<file path="src/rtl/md_issue_ctrl_pkg.sv">
// Shared encodings for the HI/LO multiply-divide issue stage.
// Latency: n/a (types, constants and pure helper functions only).
// Backpressure: n/a.
//
// Contents: E-stage md opcode encodings, 2-bit unit operation codes,
// issue FSM state encodings, default word width, opcode classifiers.

`ifndef MD_WORD
`define MD_WORD 32
`endif

package md_issue_ctrl_pkg;

    localparam int MD_WORD_W = `MD_WORD;

    typedef enum logic [3:0] {
        MD_NONE  = 4'd0,
        MD_MULTU = 4'd1,
        MD_MULT  = 4'd2,
        MD_DIVU  = 4'd3,
        MD_DIV   = 4'd4,
        MD_MTHI  = 4'd5,
        MD_MTLO  = 4'd6,
        MD_MFHI  = 4'd7,
        MD_MFLO  = 4'd8
    } md_op_e;

    localparam logic [1:0] MULOP_MULTU = 2'b00;
    localparam logic [1:0] MULOP_MULT  = 2'b01;
    localparam logic [1:0] MULOP_DIVU  = 2'b10;
    localparam logic [1:0] MULOP_DIV   = 2'b11;

    typedef enum logic [1:0] {
        ST_IDLE  = 2'd0,
        ST_ISSUE = 2'd1,
        ST_WAIT  = 2'd2
    } md_state_e;

    // Any op that touches HI/LO, including the reads.
    function automatic logic is_md_class(input logic [3:0] op);
        return (op >= MD_MULTU) && (op <= MD_MFLO);
    endfunction

    // Ops that need the unit or a HI/LO write; reads never need issuing.
    function automatic logic is_issuable(input logic [3:0] op);
        return (op >= MD_MULTU) && (op <= MD_MTLO);
    endfunction

    function automatic logic is_div(input logic [3:0] op);
        return (op == MD_DIVU) || (op == MD_DIV);
    endfunction

    function automatic logic is_mt(input logic [3:0] op);
        return (op == MD_MTHI) || (op == MD_MTLO);
    endfunction

    function automatic logic [1:0] mulop_of(input logic [3:0] op);
        logic [1:0] code;
        code = MULOP_MULTU;
        case (op)
            MD_MULT: code = MULOP_MULT;
            MD_DIVU: code = MULOP_DIVU;
            MD_DIV:  code = MULOP_DIV;
            default: code = MULOP_MULTU;
        endcase
        return code;
    endfunction

endpackage

</file>
<file path="src/rtl/md_watchdog.sv">
// Counts cycles spent waiting on the multiply-divide unit and flags a hang.
// Latency: expire_o is combinational in the wait cycle; err_o rises the next cycle.
// Backpressure: none; the counter clears whenever en_i is low.
//
// Ports: en_i (issue FSM is in WAIT), busy_i (unit busy),
//        first_o (current WAIT cycle is the first), expire_o (give up now),
//        err_o (sticky hang flag, cleared only by reset).

module md_watchdog #(
    parameter int TIMEOUT = 15
) (
    input  logic clk_i,
    input  logic rst_ni,
    input  logic en_i,
    input  logic busy_i,
    output logic first_o,
    output logic expire_o,
    output logic err_o
);

    logic [3:0] cnt_q, cnt_d;
    logic       err_q, err_d;
    logic       hit;

    // cnt_q holds the number of WAIT cycles already completed, so the
    // TIMEOUT-th WAIT cycle sees TIMEOUT-1.
    assign hit     = en_i && (cnt_q == 4'(TIMEOUT - 1));
    assign first_o = (cnt_q == 4'd0);
    // Busy is not yet meaningful on the first cycle, so a first-cycle hit
    // (TIMEOUT == 1) expires regardless; later only a still-busy unit expires.
    assign expire_o = hit && (first_o || busy_i);

    always_comb begin
        cnt_d = en_i ? (cnt_q + 4'd1) : 4'd0;
        err_d = err_q | expire_o;
    end

    always_ff @(posedge clk_i or negedge rst_ni) begin
        if (!rst_ni) begin
            cnt_q <= 4'd0;
            err_q <= 1'b0;
        end else begin
            cnt_q <= cnt_d;
            err_q <= err_d;
        end
    end

    assign err_o = err_q;

endmodule

</file>
<file path="src/rtl/md_issue_ctrl.sv">
// Issue/hazard stage in front of the HI/LO multiply-divide unit.
// Latency: op accepted in cycle N -> md_start / md_mt_we / div0 in N+1.
// Backpressure: stall_e holds E while an md op is in flight (ISSUE/WAIT).
//
// Ports: e_* from the E stage (valid, op, flush, operands), md_busy_i from
//        the unit; md_start/md_mulop/md_a/md_b drive the unit, md_mt_we/
//        md_mt_hi write HI/LO directly, stall_e_o back to the pipeline,
//        div0_o flags a suppressed divide by zero, md_err_o a hung unit.

module md_issue_ctrl
    import md_issue_ctrl_pkg::*;
#(
    parameter int WIDTH   = MD_WORD_W,
    parameter int TIMEOUT = 15
) (
    input  logic             clk_i,
    input  logic             rst_ni,
    input  logic             e_valid_i,
    input  logic [3:0]       e_md_op_i,
    input  logic             e_flush_i,
    input  logic [WIDTH-1:0] e_srca_i,
    input  logic [WIDTH-1:0] e_srcb_i,
    input  logic             md_busy_i,
    output logic             md_start_o,
    output logic [1:0]       md_mulop_o,
    output logic             md_mt_we_o,
    output logic             md_mt_hi_o,
    output logic [WIDTH-1:0] md_a_o,
    output logic [WIDTH-1:0] md_b_o,
    output logic             stall_e_o,
    output logic             div0_o,
    output logic             md_err_o
);

    md_state_e        state_q;
    logic             start_q;
    logic [1:0]       mulop_q;
    logic             mt_we_q;
    logic             mt_hi_q;
    logic [WIDTH-1:0] a_q, b_q;
    logic             div0_q;

    logic acc;
    logic div_by_zero;
    logic wd_first, wd_expire;

    // Flush outranks acceptance, and only IDLE can take a new op.
    assign acc = e_valid_i && !e_flush_i && (state_q == ST_IDLE)
                 && is_issuable(e_md_op_i);
    assign div_by_zero = is_div(e_md_op_i) && (e_srcb_i == '0);

    md_watchdog #(
        .TIMEOUT (TIMEOUT)
    ) u_watchdog (
        .clk_i    (clk_i),
        .rst_ni   (rst_ni),
        .en_i     (state_q == ST_WAIT),
        .busy_i   (md_busy_i),
        .first_o  (wd_first),
        .expire_o (wd_expire),
        .err_o    (md_err_o)
    );

    always_ff @(posedge clk_i or negedge rst_ni) begin
        if (!rst_ni) begin
            state_q <= ST_IDLE;
            start_q <= 1'b0;
            mulop_q <= 2'b00;
            mt_we_q <= 1'b0;
            mt_hi_q <= 1'b0;
            a_q     <= '0;
            b_q     <= '0;
            div0_q  <= 1'b0;
        end else begin
            // Pulse outputs default low; they are set only for one cycle.
            start_q <= 1'b0;
            mt_we_q <= 1'b0;
            div0_q  <= 1'b0;
            case (state_q)
                ST_IDLE: begin
                    if (acc) begin
                        a_q <= e_srca_i;
                        b_q <= e_srcb_i;
                        if (div_by_zero) begin
                            div0_q <= 1'b1;
                        end else if (is_mt(e_md_op_i)) begin
                            mt_we_q <= 1'b1;
                            mt_hi_q <= (e_md_op_i == MD_MTHI);
                            state_q <= ST_ISSUE;
                        end else begin
                            start_q <= 1'b1;
                            mulop_q <= mulop_of(e_md_op_i);
                            state_q <= ST_ISSUE;
                        end
                    end
                end
                ST_ISSUE: begin
                    // start_q is high here exactly when the issued op uses the unit.
                    state_q <= start_q ? ST_WAIT : ST_IDLE;
                end
                ST_WAIT: begin
                    // The unit raises busy one cycle after start, so busy low
                    // on the first WAIT cycle means nothing yet.
                    if ((!wd_first && !md_busy_i) || wd_expire) begin
                        state_q <= ST_IDLE;
                    end
                end
                default: state_q <= ST_IDLE;
            endcase
        end
    end

    assign md_start_o = start_q;
    assign md_mulop_o = mulop_q;
    assign md_mt_we_o = mt_we_q;
    assign md_mt_hi_o = mt_hi_q;
    assign md_a_o     = a_q;
    assign md_b_o     = b_q;
    assign div0_o     = div0_q;

    // Must react to the op currently in E, so this one is combinational.
    assign stall_e_o = (state_q != ST_IDLE) && e_valid_i && is_md_class(e_md_op_i);

endmodule
</file>
<file path="config.mk">
export PLATFORM = sky130hd
export DESIGN_NAME = md_issue_ctrl
export DESIGN_NICKNAME = d
export VERILOG_FILES = /design/src/rtl/md_issue_ctrl_pkg.sv /design/src/rtl/md_watchdog.sv /design/src/rtl/md_issue_ctrl.sv
export SDC_FILE = /design/constraint.sdc
export NUM_CORES = 1
export LEC_CHECK = 0
export BUFFER_PORTS_ARGS = -buffer_cell sky130_fd_sc_hd__buf_4
export CORE_ASPECT_RATIO = 1.4
export CORE_MARGIN = 4
export CORE_UTILIZATION = 46
export DETAILED_ROUTE_END_ITERATION = 7
export PLACE_DENSITY = 0.87
export SKIP_CTS_REPAIR_TIMING = 1
export SLEW_MARGIN = 30
export SYNTH_ARGS = -nofsm -noshare
export SYNTH_HDL_FRONTEND = slang
export SYNTH_SLANG_ARGS = --single-unit
export TNS_END_PERCENT = 20
</file>
<file path="constraint.sdc">
create_clock -name clk_i -period 2.4 [get_ports clk_i]
set_input_delay 0.24 -clock clk_i [delete_from_list [all_inputs] [get_ports clk_i]]
set_output_delay 0.24 -clock clk_i [all_outputs]
set_load 0.02 [all_outputs]
</file>
After elaboration in Yosys (flattened, before gate mapping) --
Cells that the tools add are included.
Word-level totals: flip-flop bits (word level) 77, input bits 73, logic and storage cells 72
Operators by class: order comparisons 3, multiplexer cells 18, bitwise logic cells 3, add/subtract/negate cells 1, equal/unequal tests 11, reduce and logical (&&, ||, !) cells 26
Operators with widths (count):
- 32-bit zero test | 1
- 4-bit by 3-bit equality test with 1-bit output, second input constant | 3
- 2-bit case mux with 3 select lines | 2
- 1-bit logical AND | 11
- 1-bit 2-to-1 mux | 11
- 4-bit by 2-bit equality test with 1-bit output, second input constant | 2
- 2-bit 2-to-1 mux | 4
- 4-bit AND reduction | 2
- 2-bit != test, second input constant | 3
- 4-bit by 1-bit adder with 4-bit output, second input constant | 1
- 4-bit equality test, second input constant | 1
- 4-bit by 1-bit >= comparator with 1-bit output, second input constant | 1
- 4-bit by 3-bit <= comparator with 1-bit output, second input constant | 1
- 4-bit <= comparator, second input constant | 1
- 4-bit zero test | 1
- 1-bit logical OR | 4
- 4-bit 2-to-1 mux | 1
- 1-bit zero test | 3
- 3-bit AND reduction | 1
- 2-bit by 1-bit equality test with 1-bit output, second input constant | 1
- 2-bit equality test, second input constant | 1
- 2-bit zero test | 1
- 1-bit NOT | 2
- 2-bit AND reduction | 1
- other kinds (2) | 2

Logic depth before layout (Yosys ltp) --
Gate-level depths: netlist of run 1.
depth in word-level cells 6, gate-level depth with buffers 8, mapped depth without buffers 6

By module --
From an unflattened synthesis of run 1, not the netlist that was laid out.
Unflattened totals: cell total of the unflattened synthesis 221, area total of the unflattened synthesis 3145.5 sq um
Modules (own cells, without submodules):
- md_issue_ctrl | instances 1, cells an instance 198, area each 2895.3 sq um
- md_watchdog | instances 1, cells an instance 23, area each 250.2 sq um

Worst setup path after synthesis of run 1 --
Ideal clock, no wire load.
path type input-to-reg, start in e_md_op_i[3], end reg mulop_q[0] (netlist: md_mulop_o[0]), stages on the path 7, data arrival time 1677 ps, slack 597 ps, data required time 2274 ps, library setup time 126 ps, cell sequence nor4_1 nand4_1 or4_4 nand2b_2 buf_6 o41ai_1 a221o_1
On the way: word-level cells in the longest chain between the ends 5, elaborated cells between the ends (all ways) 16
Ends and longest elaborated chain:
- start, declared | line md_issue_ctrl.sv:19 | input logic [3:0] e_md_op_i,
- parallel branches: the longest is 5 deep, another holds 4-bit by 1-bit >= comparator with 1-bit output
- end signal, assigned | line md_issue_ctrl.sv:92 | mulop_q <= mulop_of(e_md_op_i);
- end, declared | line md_issue_ctrl.sv:37 | logic [1:0] mulop_q;
Several ways; the timed one is not identified. A chain may end at the register's enable or synchronous reset.

Final worst setup path of run 1 --
start reg state_q[1], end reg mulop_q[0] (netlist: md_mulop_o[0])
On the way: word-level cells in the longest chain between the ends 4
Ends and longest elaborated chain:
- start, declared | line md_issue_ctrl.sv:35 | md_state_e state_q;
- start signal, assigned | line md_issue_ctrl.sv:99 | state_q <= start_q ? ST_WAIT : ST_IDLE;
- 2-bit zero test (*) | line md_issue_ctrl.sv:48, md_issue_ctrl.sv:79
- 1-bit logical AND | line md_issue_ctrl.sv:48 | assign acc = e_valid_i && !e_flush_i && (state_q == ST_IDLE)
- 1-bit logical AND | line md_issue_ctrl.sv:49 | && is_issuable(e_md_op_i);
- 4-bit AND reduction (no source line) (*)
Mark *: on every way between the ends. The rest lies on a longest branch, timed or not.

==> results of run 1 <==
power breakdown:
| part | internal [mW] | total (mW) | switching [mW] |
|---|---|---|---|
| registers | 1.67 | 1.87 | 0.200 |
| clock network | 0.509 | 0.969 | 0.460 |
| logic | 0.768 | 1.60 | 0.835 |
cells in the mapped netlist, drive strengths merged, types with 2 or more instances:
master  number  area share [%]
nor2        13             1.6
xnor2        4             1.1
ha           3             1.2
nand3        3            0.48
nand2b       2            0.48
a21oi        2            0.32
o21ai        2            0.32
nor3         4            0.64
a221o        2            0.64
nand2        4            0.48
o41ai        2            0.56
buf          9             1.6
nor4         8             1.6
dfrtp       77              62
inv          9             1.1
mux2        64              23
worst max path at each step:
| stage | end | from | slack [ns] |
|---|---|---|---|
| 2_1_floorplan | md_mulop_o[0] | e_md_op_i[3] | 0.60 |
| 3_3_place_gp | md_mulop_o[1] | e_srcb_i[0] | 0.27 |
| 3_5_place_dp | md_mulop_o[1] | e_srcb_i[0] | 0.24 |
| 4_1_cts | md_mulop_o[0] | state_q[1] | 0.49 |
| 5_1_grt | md_mulop_o[1] | state_q[1] | 0.36 |
| 6_report | md_mulop_o[0] | state_q[1] | 0.49 |
critical path, stage by stage (launching register included):
cell      delay (ns)
dfrtp_1         0.40
nor2_1          0.14
nand3_1         0.13
a211o_2         0.39
nand2b_2        0.28
o41ai_1         0.30
a221o_1         0.19
registers in the layout (all words and copies together), names as in the netlist:
register	flops
div0_o	1
md_a_o	32
md_b_o	32
md_mt_hi_o	1
md_mt_we_o	1
md_mulop_o	2
md_start_o	1
state_q	2
u_watchdog.cnt_q	4
u_watchdog.err_o	1
placed cells by master (no fill, tap or decap), types with 8 or more instances in the layout:
| cell | instances |
|---|---|
| mux2_1 | 50 |
| clkbuf_8 | 10 |
| dfrtp_1 | 77 |
| inv_1 | 9 |
| nor2_1 | 13 |
| mux2_2 | 14 |
| nor4_1 | 8 |
| buf_4 | 147 |
metrics by stage:
stage	instances	utilization (%)
6_report	468	68.2
4_1_cts	467	68.0
3_5_place_dp	451	65.0
3_3_place_gp	451	65.0
5_1_grt	468	68.2
2_1_floorplan	221	-
cell families (layout without fill, tap and decap cells):
logic type / count (synthesis) / count (layout) / share of synthesized area (%)
mux: 64 / 64 / 23.1
buf+inv: 19 / 174 / 2.84
simple gates: 40 / 40 / 6.73
fa+ha+maj: 3 / 3 / 1.20
flops: 77 / 77 / 61.6
xor+xnor: 4 / 4 / 1.12
compound gates: 14 / 14 / 3.40
final cells by class:
type                    count  area (um^2)  share of cell area (%)
clock buffers              11          141                    3.13
clock inverters             5         60.1                    1.33
inverters                   9         33.8                   0.749
multi-input cells         125         1110                    24.6
flip-flops and latches     77         1930                    42.7
well taps                  92          115                    2.55
repair buffers            149         1120                    24.9
layer usage:
metal / vias up / global-route usage, %
met3: 11 / 4.27
met5: - / 0
met1: 1103 / 19.8
met4: 0 / 7.63
met2: 86 / 35.4
li1: 1087 / -
==> key figures, run 1 <==
Critical path
  • CP endpoint kind: flip-flop
  • CP arrival: around 2.2 ns
  • CP max FO: 10
  • Worst Setup Start Kind: flip-flop
  • Critical path class: flip-flop to flip-flop
  • Crit path required time: about 2.7 ns
  • Reg2reg path depth: 6
  • Flop2flop setup slack: 0.49 ns
  • RR Endpoint: md_mulop_o[0]
  • FF-to-FF Start: state_q[1]

Cells and area
  • Post-route design area: 0.00451 mm^2
  • Fillers: ~520
  • N_diodes: 0
  • Share of cells above drive strength 1: between 40 and 50%
  • Area grow syn2layout: 44.4%
  • Nets: approximately 450

Timing
  • Slew @ Worst Pin: 0.675 ns
  • Fin crit period: 1.91 ns
  • Setup WS post-layout: between 0.4 and 0.5 ns
  • TNS Setup: 0 ns
  • Setup violators final: 0
  • Final Hold Fails: 0
  • WHS: 0.106 ns
  • Final Max Slew Viols: 0
  • Fmax: approximately 520 MHz
  • Tcrit/Tclk final: between 70% and 80%
  • RSZ-0062 raised after global routing: false
  • Slew margin rel.: around 55%
  • Layout Skew: around 0.011 ns

Min path
  • Hold Path End: md_a_o[24]
  • Worst Hold Launch: e_srca_i[24]
  • Cell count of the worst hold path: 2
  • Worst hold path class: input port to flip-flop

Yosys
  • Seq/Total Area, Yosys: 61.6%
  • Cells after synthesis: between 200 and 250
  • Ys flop type: dfrtp_1
  • Synth unique cells: 32
  • Ys async rst share: 100%
  • EDFF count, synth: 0
  • Mapped Area: roughly 0.0031 mm^2
  • Post-Syn Nets: 297
  • Yosys Warn Count: 0
  • Register bit count reported by yosys: between 70 and 80
  • Post-Syn Area per Cell: 14.1 um^2

Global route
  • Antenna violations before repair: 0
  • First-pass GRT wire length: about 12 mm
  • Pin count of the biggest net entering global routing: between 70 and 80
  • Vias in the first global route: between 2000 and 2500
  • Gr usage total: 18.8%
  • Grt total ovfl: 0

CTS
  • Clock Pin Slew Worst Setup and Hold Paths: roughly 0.08 ns
  • Worst-Skew Late Latency: around 0.34 ns
  • Clk root buf: clkbuf_8
  • Number of buffers created by CTS: 9
  • TritonCTS clock tree: built
  • CTS Sinks: between 70 and 80
  • Max clock buf depth: 2
  • H-tree depth: 3

Routing
  • 1st-iter DRT viols: 140
  • Vias: about 2300
  • WL met2: 4.19 mm
  • Drt pass-1 iters: 4
  • DRC: 0
  • Post-DRT Antenna Nets: 0
  • Top routing layer used: met4
  • Met3 wire len: between 400 and 500 um
  • Wire length on met1: ~2.8 mm
  • Via density: slightly below 5
  • WL/cell: 16.0 um
  • Detailed-route wire length: roughly 7.5 mm

Floorplan
  • Core area: 0.00661 mm^2
  • Row count: 35
  • Die boundary height: 106 um
  • Initial Utilization: a little under half
  • Die area: just over 0.008 mm^2
  • # IOs: about 150
  • Die width: around 78 um

Placement
  • Port Buf Inserts: ~140
  • Setup Slack @ Placement: approximately 0.24 ns
  • GP Congestion: 0.757
  • Placed Area: between 0.004 and 0.005 mm^2
  • Post-DP HPWL: a little under 6 mm

Run
  • Max-Cap Viols: 0

Power and ir drop
  • VDD IR-drop max: 0.559 mV
  • PD cells: 984 mW/mm^2
  • Leakage Power: approximately 2.2 nW
  • Total Power: 4.44 mW

Status
  • Status: complete, no violations
(Power assumes the default switching activity.)
==> run 2: changes to the inputs <==
--- a/config.mk
+++ b/config.mk
@@ -5,12 +5,13 @@
 export SDC_FILE = /design/constraint.sdc
 export NUM_CORES = 1
 export LEC_CHECK = 0
+export ABC_AREA = 1
 export BUFFER_PORTS_ARGS = -buffer_cell sky130_fd_sc_hd__buf_4
 export CORE_ASPECT_RATIO = 1.4
 export CORE_MARGIN = 4
-export CORE_UTILIZATION = 46
+export CORE_UTILIZATION = 42
 export DETAILED_ROUTE_END_ITERATION = 7
-export PLACE_DENSITY = 0.87
+export PLACE_DENSITY = 0.83
 export SKIP_CTS_REPAIR_TIMING = 1
 export SLEW_MARGIN = 30
 export SYNTH_ARGS = -nofsm -noshare
==> constraint.sdc (replaced) <==
create_clock -name clk_i -period 1.7 [get_ports clk_i]
set_input_delay 0.17 -clock clk_i [delete_from_list [all_inputs] [get_ports clk_i]]
set_output_delay 0.17 -clock clk_i [all_outputs]
set_load 0.02 [all_outputs]
==> key figures, run 2 <==
Status
  • Status: complete, no violations

Global route
  • First-pass GRT wire length: 13.0 mm (+8.6%)
  • Antenna violations before repair: 0 (unchanged)
  • Vias in the first global route: 2859 (+15%)
  • Gr usage total: 18.4% (-0.44 points)
  • Pin count of the biggest net entering global routing: 54 (-31%)
  • Grt total ovfl: 0 (unchanged)

Timing
  • Slew margin rel.: 76.7% (+22 points)
  • Final Max Slew Viols: 0 (unchanged)
  • WHS: 0.0198 ns (-0.0863 ns)
  • Tcrit/Tclk final: around 87%
  • RSZ-0062 raised after global routing: false
  • Fin crit period: between 1 and 1.5 ns
  • Layout Skew: 0.0108 ns (+0.000198 ns)
  • Final Hold Fails: 0 (unchanged)
  • Fmax: between 600 and 700 MHz
  • Slew @ Worst Pin: 0.349 ns (-0.326 ns)
  • Setup violators final: 0 (unchanged)
  • TNS Setup: 0 ns (unchanged)

Placement
  • Post-DP HPWL: 6.52 mm (+10%)
  • Port Buf Inserts: 144 (unchanged)
  • GP Congestion: 0.835 (+10%)
  • Placed Area: 0.00441 mm^2 (+2.6%)
  • Placed insts: 612 (+36%)

Routing
  • WL/cell: 13.4 um (-16%)
  • Drt pass-1 iters: 4 (unchanged)
  • Via density: 4.69 (-4.1%)
  • Vias: 2952 (+29%)
  • Detailed-route wire length: 8.47 mm (+13%)
  • Post-DRT Antenna Nets: 0 (unchanged)
  • 1st-iter DRT viols: 137 (-2.1%)
  • DRC: 0 (unchanged)

CTS
  • Clock Pin Slew Worst Setup and Hold Paths: 0.08 ns (about the same)
  • H-tree depth: 3 (unchanged)
  • TritonCTS clock tree: built
  • CTS Sinks: 77 (unchanged)
  • Worst-Skew Late Latency: 0.34 ns (about the same)
  • Number of buffers created by CTS: 9 (unchanged)
  • Max clock buf depth: 2 (unchanged)
  • Clk root buf: clkbuf_8

Power and ir drop
  • VDD IR-drop max: 0.678 mV (+21%)
  • PD cells: 1200 mW/mm^2 (+22%)
  • Leakage Power: 2.62 nW (+21%)

Floorplan
  • # IOs: 145 (unchanged)
  • Die width: 82.2 um (+5.8%)
  • Die boundary height: 112 um (+6.0%)
  • Initial Utilization: 43.7% (-3.6 points)
  • Core area: 0.00741 mm^2 (+12%)
  • Row count: 37 (+5.7%)
  • Die area: 0.00919 mm^2 (+12%)

Critical path
  • CP cell instances: nor2_1, nor4_1, buf_4
  • Slowest CP cell: dfrtp_1
  • CP arrival: 1.32 ns (-0.86 ns)
  • CP top delay family: flip-flops
  • Worst Setup Start Kind: flip-flop
  • CP max stage delay: 0.39 ns (about the same)
  • WP buf/inv: 1 (+1)
  • CP endpoint kind: output port
  • CP max FO: 3 (-7)
  • Crit path required time: 1.53 ns (-1.14 ns)
  • Critical path class: flip-flop to output port

Cells and area
  • Share of cells above drive strength 1: 31.9% (-16 points)
  • Fin cells: 630 (+35%)
  • Nets: 604 (+35%)
  • Most frequent cells in the layout: nand2_1 (199), buf_4 (147), dfrtp_1 (77), nor2_1 (29), inv_1 (22)
  • Area grow syn2layout: 42.9%
  • N_diodes: 0 (unchanged)
  • Post-route design area: 0.00462 mm^2 (+2.4%)
  • Leading cell type in the layout, fill and taps excluded: nand2_1
  • Fillers: 665 (+29%)

Yosys
  • Post-Syn Area per Cell: 8.53 um^2 (-40%)
  • Synth area leader: dfrtp_1
  • EDFF count, synth: 0 (unchanged)
  • Seq/Total Area, Yosys: 59.6% (-2.1 points)
  • Register bit count reported by yosys: 77 (unchanged)
  • Post-Syn Nets: 455 (+53%)
  • Top post-synthesis cells by area: dfrtp_1 (60%), nand2_1 (23%), nor2_1 (3.4%)
  • Synth unique cells: 24 (-25%)
  • Most common cell in the netlist: nand2_1
  • Mapped Area: 0.00323 mm^2 (+3.5%)
  • Synth top area share: 59.6% (-2.1 points)
  • Ys async rst share: 100% (unchanged)
  • Cells after synthesis: 379 (+71%)
  • Yosys Warn Count: 0 (unchanged)
  • List of most frequent post-synthesis cells: nand2_1 (199), dfrtp_1 (77), nor2_1 (29)
  • Ys flop type: dfrtp_1

Run
  • Max-Cap Viols: 0 (unchanged)

Min path
  • Worst hold path class: input port to flip-flop
==> run 2: per-stage QoR <==
stage	power, mW	utilization, %	setup WS [ns]
2_1_floorplan	3.32	-	0.398
3_3_place_gp	4.21	59.5	0.292
3_5_place_dp	4.26	59.5	0.228
4_1_cts	5.62	62.1	0.195
5_1_grt	5.88	62.4	0.0855
6_report	5.55	62.4	0.215
==> run 2: kinds of logic (layout without fill, tap and decap cells) <==
logic type	after synthesis	after routing	synth area share [%]
AND/OR/NAND/NOR	246	246	30.4
flip-flops	77	77	59.6
buffers and inverters	37	191	6.07
AO/OA/AOI/OAI	15	15	2.48
adder cells (fa/ha/maj)	3	3	1.16
XOR/XNOR	1	1	0.271
==> run 2: layer usage <==
metal	share of wire, %	wire, um	track usage, %	up-vias
met5	0	0	0	-
li1	-	-	-	1448
met4	1.9	158	6.54	0
met1	39	3320	21.6	1376
met2	51	4300	30.8	113
met3	8.1	682	6.07	15
==> run 2: where the power goes <==
part / leakage (nW) / switching [mW] / internal (mW)
clock network: 0.0858 / 0.649 / 0.682
logic: 1.55 / 1.01 / 0.774
registers: 0.980 / 0.222 / 2.21
==> run 2: final cells by class <==
class / instances / area, um^2 / area share (%)
timing repair buffer: 152 / 1180 / 25.6
tap: 97 / 121 / 2.63
multi-input combinational: 265 / 1110 / 24.0
clock buffer: 11 / 131 / 2.84
clock inverter: 5 / 61.3 / 1.33
inverter: 23 / 86.3 / 1.87
sequential: 77 / 1930 / 41.7
==> run 2: worst min-delay path, cell delays in order <==
cell	delay (ns)
buf_4	0.07
nand2_1	0.04
nand2_1	0.05
==> run 2: worst paths after layout <==
path	from	to	slack [ns]	depth (start not counted)
max reg2reg	state_q[0]	md_b_o[16]	0.22	6
min reg2reg	u_watchdog.err_o	u_watchdog.err_o	0.47	1
max	state_q[0]	stall_e_o	0.21	3
max in group asynchronous	rst_ni	md_a_o[2]	0.83	3
min	e_srca_i[12]	md_a_o[12]	0.02	3
min in group asynchronous	rst_ni	md_mt_hi_o	0.28	2
==> run 3: changes to the inputs <==
--- a/config.mk
+++ b/config.mk
@@ -9,11 +9,12 @@
 export BUFFER_PORTS_ARGS = -buffer_cell sky130_fd_sc_hd__buf_4
 export CORE_ASPECT_RATIO = 1.4
 export CORE_MARGIN = 4
-export CORE_UTILIZATION = 42
+export CORE_UTILIZATION = 44
+export CTS_BUF_LIST = sky130_fd_sc_hd__clkbuf_4 sky130_fd_sc_hd__clkbuf_8
 export DETAILED_ROUTE_END_ITERATION = 7
-export PLACE_DENSITY = 0.83
+export PLACE_DENSITY = 0.86
 export SKIP_CTS_REPAIR_TIMING = 1
-export SLEW_MARGIN = 30
+export SLEW_MARGIN = 20
 export SYNTH_ARGS = -nofsm -noshare
 export SYNTH_HDL_FRONTEND = slang
 export SYNTH_SLANG_ARGS = --single-unit
==> key figures, run 3 (synthesis gave the netlist of run 2 again) <==
Status
  • Status: complete, no violations

Floorplan
  • Core area: 0.00707 mm^2 (-4.5%)
  • Die area: 0.00881 mm^2 (-4.2%)
  • Die width: 80.5 um (-2.1%)
  • # IOs: 145 (unchanged)
  • Die boundary height: 109 um (-2.1%)
  • Row count: 36 (-2.7%)
  • Initial Utilization: 45.7% (+2.1 points)

Global route
  • Antenna violations before repair: 0 (unchanged)
  • Gr usage total: 19.4% (+1.1 points)
  • First-pass GRT wire length: 13.2 mm (+1.8%)
  • Grt total ovfl: 0 (unchanged)
  • Vias in the first global route: 2885 (+0.91%)
  • Pin count of the biggest net entering global routing: 63 (+17%)

Timing
  • Setup violators final: 0 (unchanged)
  • Tcrit/Tclk final: 85.6% (-1.8 points)
  • Fin crit period: 1.45 ns (-0.0303 ns)
  • Layout Skew: 0.00978 ns (-0.00106 ns)
  • Slew @ Worst Pin: 0.346 ns (-0.00370 ns)
  • TNS Setup: 0 ns (unchanged)
  • Fmax: 687 MHz (+2.1%)
  • Final Hold Fails: 0 (unchanged)
  • Slew margin rel.: 77.0% (+0.25 points)
  • RSZ-0062 raised after global routing: false
  • Final Max Slew Viols: 0 (unchanged)

Cells and area
  • Nets: 603 (-0.17%)
  • Fillers: 609 (-8.4%)
  • Core Util, Final: 65.7% (+3.3 points)
  • Area grow syn2layout: 43.6%
  • Leading cell type in the layout, fill and taps excluded: nand2_1
  • Most frequent cells in the layout: nand2_1 (199), buf_4 (147), dfrtp_1 (77), nor2_1 (29), inv_1 (22)
  • N_diodes: 0 (unchanged)
  • Share of cells above drive strength 1: 32.3% (+0.44 points)

Routing
  • Post-DRT Antenna Nets: 0 (unchanged)
  • Vias: 2918 (-1.2%)
  • Via density: 4.65 (-0.68%)
  • 1st-iter DRT viols: 202 (+47%)
  • Detailed-route wire length: 8.36 mm (-1.3%)
  • WL/cell: 13.3 um (-0.79%)
  • Drt pass-1 iters: 4 (unchanged)
  • DRC: 0 (unchanged)

CTS
  • H-tree depth: 3 (unchanged)
  • Number of buffers created by CTS: 9 (unchanged)
  • Max clock buf depth: 2 (unchanged)
  • CTS Sinks: 77 (unchanged)
  • Worst-Skew Late Latency: 0.35 ns (about the same)
  • Clock Pin Slew Worst Setup and Hold Paths: 0.09 ns (about the same)
  • Clk root buf: clkbuf_8
  • TritonCTS clock tree: built

Placement
  • Post-DP HPWL: 6.39 mm (-2.1%)
  • GP Congestion: 0.821 (-1.7%)
  • Port Buf Inserts: 144 (unchanged)

Critical path
  • CP max stage delay: 0.40 ns (about the same)
  • Crit path required time: 1.97 ns (+0.44 ns)
  • CP max FO: 16 (+13)
  • Critical path class: flip-flop to flip-flop
  • Crit-path most repeated cell: nand2_1
  • Slowest CP cell: dfrtp_1
  • CP endpoint kind: flip-flop
  • Worst Setup Start Kind: flip-flop
  • CP arrival: 1.73 ns (+0.41 ns)
  • CP cell instances: nor2_1, nand4_4, inv_2, buf_4, nand2_1, nand2_1

Power and ir drop
  • VDD IR-drop max: 0.760 mV (+12%)
  • PD cells: 1240 mW/mm^2 (+3.5%)
  • Total Power: 5.77 mW (+4.0%)
  • Leakage Power: 2.64 nW (+0.86%)

Run
  • Max-Cap Viols: 0 (unchanged)

Min path
  • Worst hold path class: input port to flip-flop
## run 3: stage by stage
| stage | std cells | hold slack (ns) | setup WS (ns) | cell area (um^2) |
|---|---|---|---|---|
| after global placement | 610 | 0.0454 | 0.352 | 4410 |
| final | 627 | 0.0101 | 0.245 | 4650 |
| after detailed placement | 610 | 0.0517 | 0.247 | 4410 |
| after global routing | 627 | 0.000935 | 0.114 | 4650 |
| after CTS | 626 | -0.337 | 0.217 | 4640 |
| after floorplan | 379 | -0.126 | 0.398 | 3230 |
## run 3: final timing paths
check	startpoint	endpoint	slack, ns	cells past startpoint
max in group asynchronous	rst_ni	md_a_o[2]	0.86	3
min in group asynchronous	rst_ni	md_a_o[15]	0.21	2
worst max-delay path	state_q[0]	md_a_o[3]	0.25	6
worst max register to register	state_q[0]	md_a_o[3]	0.25	6
worst min register to register	u_watchdog.err_o	u_watchdog.err_o	0.47	1
worst min-delay path	e_srca_i[19]	md_a_o[19]	0.01	3
## run 3: where the power goes
part | internal [mW] | switching [mW] | leakage [nW] | total (mW)
clock network | 0.850 | 0.714 | 0.112 | 1.56
registers | 2.21 | 0.228 | 0.980 | 2.44
logic | 0.772 | 0.992 | 1.54 | 1.76
total | 3.83 | 1.93 | 2.64 | 5.77
## run 3: worst max-delay path: cells and delay by family, from the launching register on
family        cells  cell delay, ns
buf+inv           2            0.44
flops             1            0.40
simple gates      4            0.56
## run 3: layout make-up
cell class                 instances  area, um^2  share of cell area (%)
multi-input combinational        265        1110                    23.9
clock buffer                       9         124                    2.67
tap                               95         119                    2.56
timing repair buffer             151        1170                    25.3
inverter                          23        86.3                    1.86
clock inverter                     7         105                    2.26
sequential                        77        1930                    41.5
## run 3: metal layers
metal  share of wire (%)  vias to the layer above  GRT usage [%]
met5                   0                        -              0
met1                  37                     1351           22.6
met4                 2.3                        0           7.85
li1                    -                     1444              -
met2                  53                      107           34.3
met3                 7.4                       16           4.59
